`config.mk`:
```
export PLATFORM = sky130hd
export DESIGN_NAME = uart_rx_core
export DESIGN_NICKNAME = d
export VERILOG_FILES = /design/src/rtl/uart_pkg.sv /design/src/rtl/sync_ff.sv /design/src/rtl/uart_rx_core.sv
export SDC_FILE = /design/constraint.sdc
export NUM_CORES = 1
export LEC_CHECK = 0
export BUFFER_PORTS_ARGS = -buffer_cell sky130_fd_sc_hd__buf_2
export CAP_MARGIN = 10
export CELL_PAD_IN_SITES_DETAIL_PLACEMENT = 1
export CELL_PAD_IN_SITES_GLOBAL_PLACEMENT = 1
export CORE_UTILIZATION = 30
export DETAILED_ROUTE_END_ITERATION = 10
export GPL_ROUTABILITY_DRIVEN = 0
export HOLD_SLACK_MARGIN = 0.08
export MAX_ROUTING_LAYER = met4
export PLACE_DENSITY_LB_ADDON = 0.08
export SLEW_MARGIN = 25
export SYNTH_ARGS = -nofsm -noshare
export SYNTH_HDL_FRONTEND = slang
export SYNTH_HIERARCHICAL = 1
export SYNTH_SLANG_ARGS = --single-unit
```
`constraint.sdc`:
```
create_clock -name clk -period 4.7 [get_ports clk]
set_input_delay 0.705 -clock clk [delete_from_list [all_inputs] [get_ports clk]]
set_output_delay 0.705 -clock clk [all_outputs]
set_load 0.005 [all_outputs]
```
`src/rtl/uart_pkg.sv`:
```
// Shared UART types and helpers: receiver state encoding, data width and the
// baud divisor calculation used when sizing CLOCKS_PER_BAUD.
package uart_pkg;

  typedef enum logic [1:0] {IDLE, START, DATA, STOP} uart_rx_state_t;

  localparam int UART_DATA_BITS = 8;

  // Rounded clk cycles per bit for a given clock and baud rate.
  function automatic int baud_div(input int clk_hz, input int baud);
    return (clk_hz + baud / 2) / baud;
  endfunction

endpackage

```
`src/rtl/sync_ff.sv`:
```
// Multi-stage flop synchronizer for a single asynchronous input bit.
// Reset value is configurable so idle-high lines come out of reset inactive.
module sync_ff #(
  parameter int   SYNC_STAGES = 2,
  parameter logic RESET_VAL   = 1'b1
) (
  input  logic clk,
  input  logic rst_n,
  input  logic d,
  output logic q
);

  logic [SYNC_STAGES-1:0] stage_reg;

  always_ff @(posedge clk or negedge rst_n) begin
    if (!rst_n) begin
      stage_reg <= {SYNC_STAGES{RESET_VAL}};
    end else begin
      stage_reg <= {stage_reg[SYNC_STAGES-2:0], d};
    end
  end

  assign q = stage_reg[SYNC_STAGES-1];

endmodule

```
`src/rtl/uart_rx_core.sv`:
```
// 8N1 UART receiver: synchronizes rx, re-aligns on each start edge and emits
// one-cycle valid/framing-error strobes. Define UART_RX_MAJORITY_EN for 2-of-3 voting.
module uart_rx_core
  import uart_pkg::*;
#(
  parameter int CLOCKS_PER_BAUD = baud_div(100_000_000, 115_200),
  parameter int SYNC_STAGES     = 2
) (
  input  logic                      clk,
  input  logic                      rst_n,
  input  logic                      rx,
  output logic [UART_DATA_BITS-1:0] data_o,
  output logic                      valid_o,
  output logic                      frame_err_o,
  output logic                      busy_o
);

  localparam int CW  = $clog2(CLOCKS_PER_BAUD);
  localparam int BW  = $clog2(UART_DATA_BITS);
  localparam int MID = CLOCKS_PER_BAUD / 2;
`ifdef UART_RX_MAJORITY_EN
  localparam int START_PT = MID + 1;
`else
  localparam int START_PT = MID - 1;
`endif
  localparam logic [CW-1:0] START_PT_C = CW'(START_PT);
  localparam logic [CW-1:0] LAST_C     = CW'(CLOCKS_PER_BAUD - 1);
  localparam logic [BW-1:0] LAST_BIT_C = BW'(UART_DATA_BITS - 1);

  logic                      rx_s;
  uart_rx_state_t            state_reg, state_next;
  logic [CW-1:0]             cnt_reg, cnt_next;
  logic [BW-1:0]             bit_idx_reg, bit_idx_next;
  logic [UART_DATA_BITS-1:0] shift_reg, shift_next;
  logic [UART_DATA_BITS-1:0] data_reg, data_next;
  logic                      valid_reg, valid_next;
  logic                      ferr_reg, ferr_next;
  logic                      armed_reg, armed_next;
  logic [CW-1:0]             sample_pt;
  logic                      at_sample;
  logic                      bit_s;

  sync_ff #(
    .SYNC_STAGES (SYNC_STAGES),
    .RESET_VAL   (1'b1)
  ) u_rx_sync (
    .clk   (clk),
    .rst_n (rst_n),
    .d     (rx),
    .q     (rx_s)
  );

  assign sample_pt = (state_reg == START) ? START_PT_C : LAST_C;
  assign at_sample = (cnt_reg == sample_pt);

`ifdef UART_RX_MAJORITY_EN
  // Two earlier samples are banked; the third is rx_s at the decision cycle.
  logic [1:0] vote_reg;
  logic       vote_en;

  assign vote_en = (state_reg != IDLE) &&
                   ((cnt_reg == sample_pt - CW'(1)) || (cnt_reg == sample_pt - CW'(2)));

  always_ff @(posedge clk or negedge rst_n) begin
    if (!rst_n) begin
      vote_reg <= 2'b11;
    end else if (vote_en) begin
      vote_reg <= {vote_reg[0], rx_s};
    end
  end

  assign bit_s = (vote_reg[1] & vote_reg[0]) | (vote_reg[1] & rx_s) | (vote_reg[0] & rx_s);
`else
  assign bit_s = rx_s;
`endif

  always_ff @(posedge clk or negedge rst_n) begin
    if (!rst_n) begin
      state_reg   <= IDLE;
      cnt_reg     <= '0;
      bit_idx_reg <= '0;
      shift_reg   <= '0;
      data_reg    <= '0;
      valid_reg   <= 1'b0;
      ferr_reg    <= 1'b0;
      armed_reg   <= 1'b1;
    end else begin
      state_reg   <= state_next;
      cnt_reg     <= cnt_next;
      bit_idx_reg <= bit_idx_next;
      shift_reg   <= shift_next;
      data_reg    <= data_next;
      valid_reg   <= valid_next;
      ferr_reg    <= ferr_next;
      armed_reg   <= armed_next;
    end
  end

  always_comb begin
    state_next   = state_reg;
    cnt_next     = cnt_reg + CW'(1);
    bit_idx_next = bit_idx_reg;
    shift_next   = shift_reg;
    data_next    = data_reg;
    valid_next   = 1'b0;
    ferr_next    = 1'b0;
    armed_next   = armed_reg;

    unique case (state_reg)
      IDLE: begin
        cnt_next = '0;
        // After a framing error the line must go high before a new start counts.
        if (rx_s) begin
          armed_next = 1'b1;
        end
        if (armed_reg && !rx_s) begin
          state_next = START;
        end
      end
      START: begin
        if (at_sample) begin
          cnt_next     = '0;
          bit_idx_next = '0;
          state_next   = bit_s ? IDLE : DATA;
        end
      end
      DATA: begin
        if (at_sample) begin
          cnt_next     = '0;
          shift_next   = {bit_s, shift_reg[UART_DATA_BITS-1:1]};
          bit_idx_next = bit_idx_reg + BW'(1);
          if (bit_idx_reg == LAST_BIT_C) begin
            state_next = STOP;
          end
        end
      end
      STOP: begin
        if (at_sample) begin
          cnt_next   = '0;
          state_next = IDLE;
          if (bit_s) begin
            valid_next = 1'b1;
            data_next  = shift_reg;
          end else begin
            ferr_next  = 1'b1;
            armed_next = 1'b0;
          end
        end
      end
      default: begin
        state_next = IDLE;
      end
    endcase
  end

  assign data_o      = data_reg;
  assign valid_o     = valid_reg;
  assign frame_err_o = ferr_reg;
  assign busy_o      = (state_reg != IDLE);

endmodule

```
==> impl_metrics.prom <==
# TYPE chip_impl_metric gauge
chip_impl_metric{name="floorplan.die_area",unit="µm²"} 5690
chip_impl_metric{name="drt_iter0_drc",unit=""} 20
chip_impl_info{name="family_of_cells_with_the_greatest_summed_delay_on_the_critical_path",value="simple AND/OR/NAND/NOR gates"} 1
chip_impl_info{name="outcome",value="finished clean"} 1
chip_impl_metric{name="max_slew.worst_pin.slew",unit="ps"} 816
chip_impl_metric{name="cts-htree-levels",unit=""} 2
chip_impl_metric{name="maxSlewHeadroom",unit="%"} 45.6
chip_impl_metric{name="hold_slack",unit="ps"} 357
chip_impl_metric{name="post_route_setup_tns",unit="ps"} 0
chip_impl_metric{name="cts_resized",unit=""} 0
chip_impl_metric{name="first_global_vias",unit=""} 1131
chip_impl_metric{name="detail_route.wl_per_cell",unit="µm"} 15.8
chip_impl_metric{name="critPathMaxFanout",unit=""} 11
chip_impl_metric{name="clk_transition_reported_paths",unit="ps"} 70
chip_impl_info{name="synth_flop_cell",value="dfrtp_1"} 1
chip_impl_metric{name="ys_seq_area_share",unit="%"} 55.9
chip_impl_metric{name="finalClockSkew",unit="ps"} 7.39
chip_impl_metric{name="critPathBufInv",unit=""} 2
chip_impl_metric{name="io_pins",unit=""} 14
chip_impl_metric{name="number_of_buffers_inserted_during_clock_tree_synthesis",unit=""} 5
chip_impl_metric{name="power_density",unit="nW/µm²"} 397
chip_impl_metric{name="final.period_utilization",unit="%"} 54.5
chip_impl_info{name="holdCritStartpoint",value="u_rx_sync/stage_reg[0]"} 1
chip_impl_info{name="cts_tree",value="done"} 1
chip_impl_metric{name="instance_area_at_placement",unit="µm²"} 1740
chip_impl_metric{name="grt_first_pass_wirelength",unit="µm"} 5840
chip_impl_metric{name="p_leak",unit="nW"} 0.865
chip_impl_metric{name="finish.net_count",unit=""} 148
chip_impl_metric{name="worst-endpoint-required",unit="ps"} 3990
chip_impl_metric{name="cap_viol_max_count",unit=""} 0
chip_impl_metric{name="ys_types",unit=""} 33
chip_impl_metric{name="dp_hpwl",unit="µm"} 2350
chip_impl_metric{name="area_growth",unit="%"} 14.7
chip_impl_metric{name="synth_cells",unit=""} 125
chip_impl_metric{name="die-height",unit="µm"} 75.4
chip_impl_metric{name="numClockSinks",unit=""} 36
chip_impl_info{name="critical_path.startpoint_type",value="flip-flop"} 1
chip_impl_metric{name="clockBufferDepth",unit=""} 2
chip_impl_metric{name="minimum_clock_period",unit="ps"} 2560
chip_impl_metric{name="number_of_placed_instances_with_taps_included",unit=""} 205
chip_impl_metric{name="route.final.wire_length",unit="µm"} 3360
chip_impl_metric{name="grt_max_degree",unit=""} 37
chip_impl_metric{name="crit_path_max_incr_delay",unit="ps"} 660
chip_impl_metric{name="std_cell_core_area",unit="µm²"} 5140
chip_impl_metric{name="via_count",unit=""} 1066
chip_impl_metric{name="max_freq",unit="MHz"} 390
chip_impl_metric{name="clkLatencyLatePin",unit="ps"} 280
chip_impl_metric{name="slew_violations",unit=""} 0
chip_impl_metric{name="antenna_found_initial",unit=""} 0
chip_impl_info{name="critical_path.slowest_cell",value="nor2_1"} 1
chip_impl_metric{name="grt.total_usage",unit="%"} 14.8
chip_impl_metric{name="insertedDiodeCount",unit=""} 0
chip_impl_metric{name="placementRows",unit=""} 26
chip_impl_metric{name="layoutNonFillerInstCount",unit=""} 213
chip_impl_metric{name="grt_overflow_total",unit=""} 0
chip_impl_info{name="crit_path_start",value="state_reg[0]"} 1
chip_impl_metric{name="post-route-cell-area",unit="µm²"} 1860
chip_impl_metric{name="drtPass1Iterations",unit=""} 3
chip_impl_metric{name="register_bit_total_from_synthesis",unit=""} 36
chip_impl_info{name="critical_path.endpoint_type",value="primary output"} 1
chip_impl_info{name="root_buffer",value="clkbuf_8"} 1
chip_impl_metric{name="async_flop_share",unit="%"} 100
chip_impl_metric{name="drc",unit=""} 0
chip_impl_info{name="path_class",value="flip-flop to primary output"} 1
chip_impl_metric{name="final_antenna_net_count",unit=""} 0
chip_impl_metric{name="report.final.setup_viol",unit=""} 0
chip_impl_info{name="crit-reg2reg-launch",value="cnt_reg[3]"} 1
chip_impl_metric{name="cts_hold_repair.buffers",unit=""} 0
chip_impl_metric{name="dieWidth",unit="µm"} 75.4
chip_impl_metric{name="initial_cell_density_of_the_core",unit="%"} 31.5
chip_impl_metric{name="layout-drive-gt1-share",unit="%"} 31.5
chip_impl_metric{name="synth_edf_count",unit=""} 0
chip_impl_metric{name="cp.arrival",unit="ps"} 1860
chip_impl_metric{name="largest_register_ff_count",unit=""} 10
chip_impl_metric{name="final-hold-violation-count",unit=""} 0
chip_impl_metric{name="synth_nets",unit=""} 131
chip_impl_metric{name="yosysWarningCount",unit=""} 6
chip_impl_metric{name="syn_area",unit="µm²"} 1620
chip_impl_info{name="hold_class",value="flip-flop to flip-flop"} 1
chip_impl_metric{name="post-cts-setup-buffer-count",unit=""} 0
chip_impl_metric{name="synth.avg_cell_area",unit="µm²"} 12.9
chip_impl_metric{name="max_rail_drop_vdd",unit="mV"} 0.213
chip_impl_info{name="timing.critical_path.cells",value="nor2_1 -> inv_1 -> buf_2"} 1
chip_impl_metric{name="io_buffers",unit=""} 13
chip_impl_metric{name="post-route-util",unit="%"} 36.1
chip_impl_info{name="setup_repair_after_global_routing_missed_its_margin",value="false"} 1
chip_impl_metric{name="vias_per_cell",unit=""} 5.00
chip_impl_metric{name="ff2ff_setup_slack",unit="ps"} 2170
-- placed cells by master (no fill, tap or decap), types with 3 or more instances in the layout --
cell type  instances
nor2_1             3
a21boi_0           3
mux2_2            17
nor3_1             9
nand4_1            5
and3_1             3
ha_1               3
dfstp_2            3
clkbuf_8           5
buf_2             13
nand3_1            4
a21oi_1            4
a211o_1            3
dfrtp_1           33
xor2_1             7
nand2_1            5
-- cell families after synthesis --
| group | synth area share (%) |
|---|---|
| AND/OR/NAND/NOR | 13.5 |
| multiplexers | 11.8 |
| AO/OA/AOI/OAI | 10.1 |
| buffers and inverters | 2.09 |
| XOR/XNOR | 4.33 |
| flip-flops | 55.9 |
| adder cells (fa/ha/maj) | 2.32 |
-- power by group --
| group | internal [mW] | switching, mW | total [mW] |
|---|---|---|---|
| combinational | 0.0380 | 0.0365 | 0.0746 |
| sequential | 0.341 | 0.0494 | 0.391 |
| clock | 0.157 | 0.115 | 0.271 |
-- layout make-up --
cell class,count,area (µm²)
sequential,36,905
inverter,2,7.51
timing repair buffer,13,65.1
clock inverter,3,42.5
fill,594,3280
multi-input combinational,84,679
clock buffer,5,68.8
tap,70,87.6
-- through the flow --
step	setup slack [ps]	power, mW
final	2140	0.737
after global routing	1950	0.781
after CTS	2110	0.749
after detailed placement	2120	0.472
after global placement	2190	0.468
after floorplan	2400	0.439
-- final timing paths --
check / to / depth (start not counted)
max: busy_o / 3
min: u_rx_sync/stage_reg[1] / 0
max reg2reg: data_o[6] / 4
min reg2reg: u_rx_sync/stage_reg[1] / 0
max in group asynchronous: frame_err_o / 1
min in group asynchronous: cnt_reg[5] / 1
-- metal layers --
layer  track usage, %  up-vias  share of wire [%]
met1             17.9      557                 47
li1                 -      495                  -
met4             6.17        0                1.2
met3             3.57        2                2.3
met5                -        -                  0
met2             23.6       12                 50
-- cell usage after synthesis (2+ instances only) --
cell / instances / share of area (%)
a21oi_1: 4 / 1.2
nand4_1: 5 / 1.9
a211o_1: 3 / 1.6
inv_1: 2 / 0.46
mux2_2: 17 / 12
a211oi_1: 2 / 0.93
xor2_1: 7 / 3.8
buf_6: 2 / 1.4
a21o_1: 2 / 0.93
ha_1: 3 / 2.3
dfrtp_1: 33 / 51
nor2_1: 3 / 0.70
nand2_1: 5 / 1.2
nor3_1: 9 / 2.8
nand3_1: 4 / 1.2
and3_1: 3 / 1.2
a21boi_0: 3 / 1.4
dfstp_2: 3 / 4.9
(Power assumes the default switching activity.)
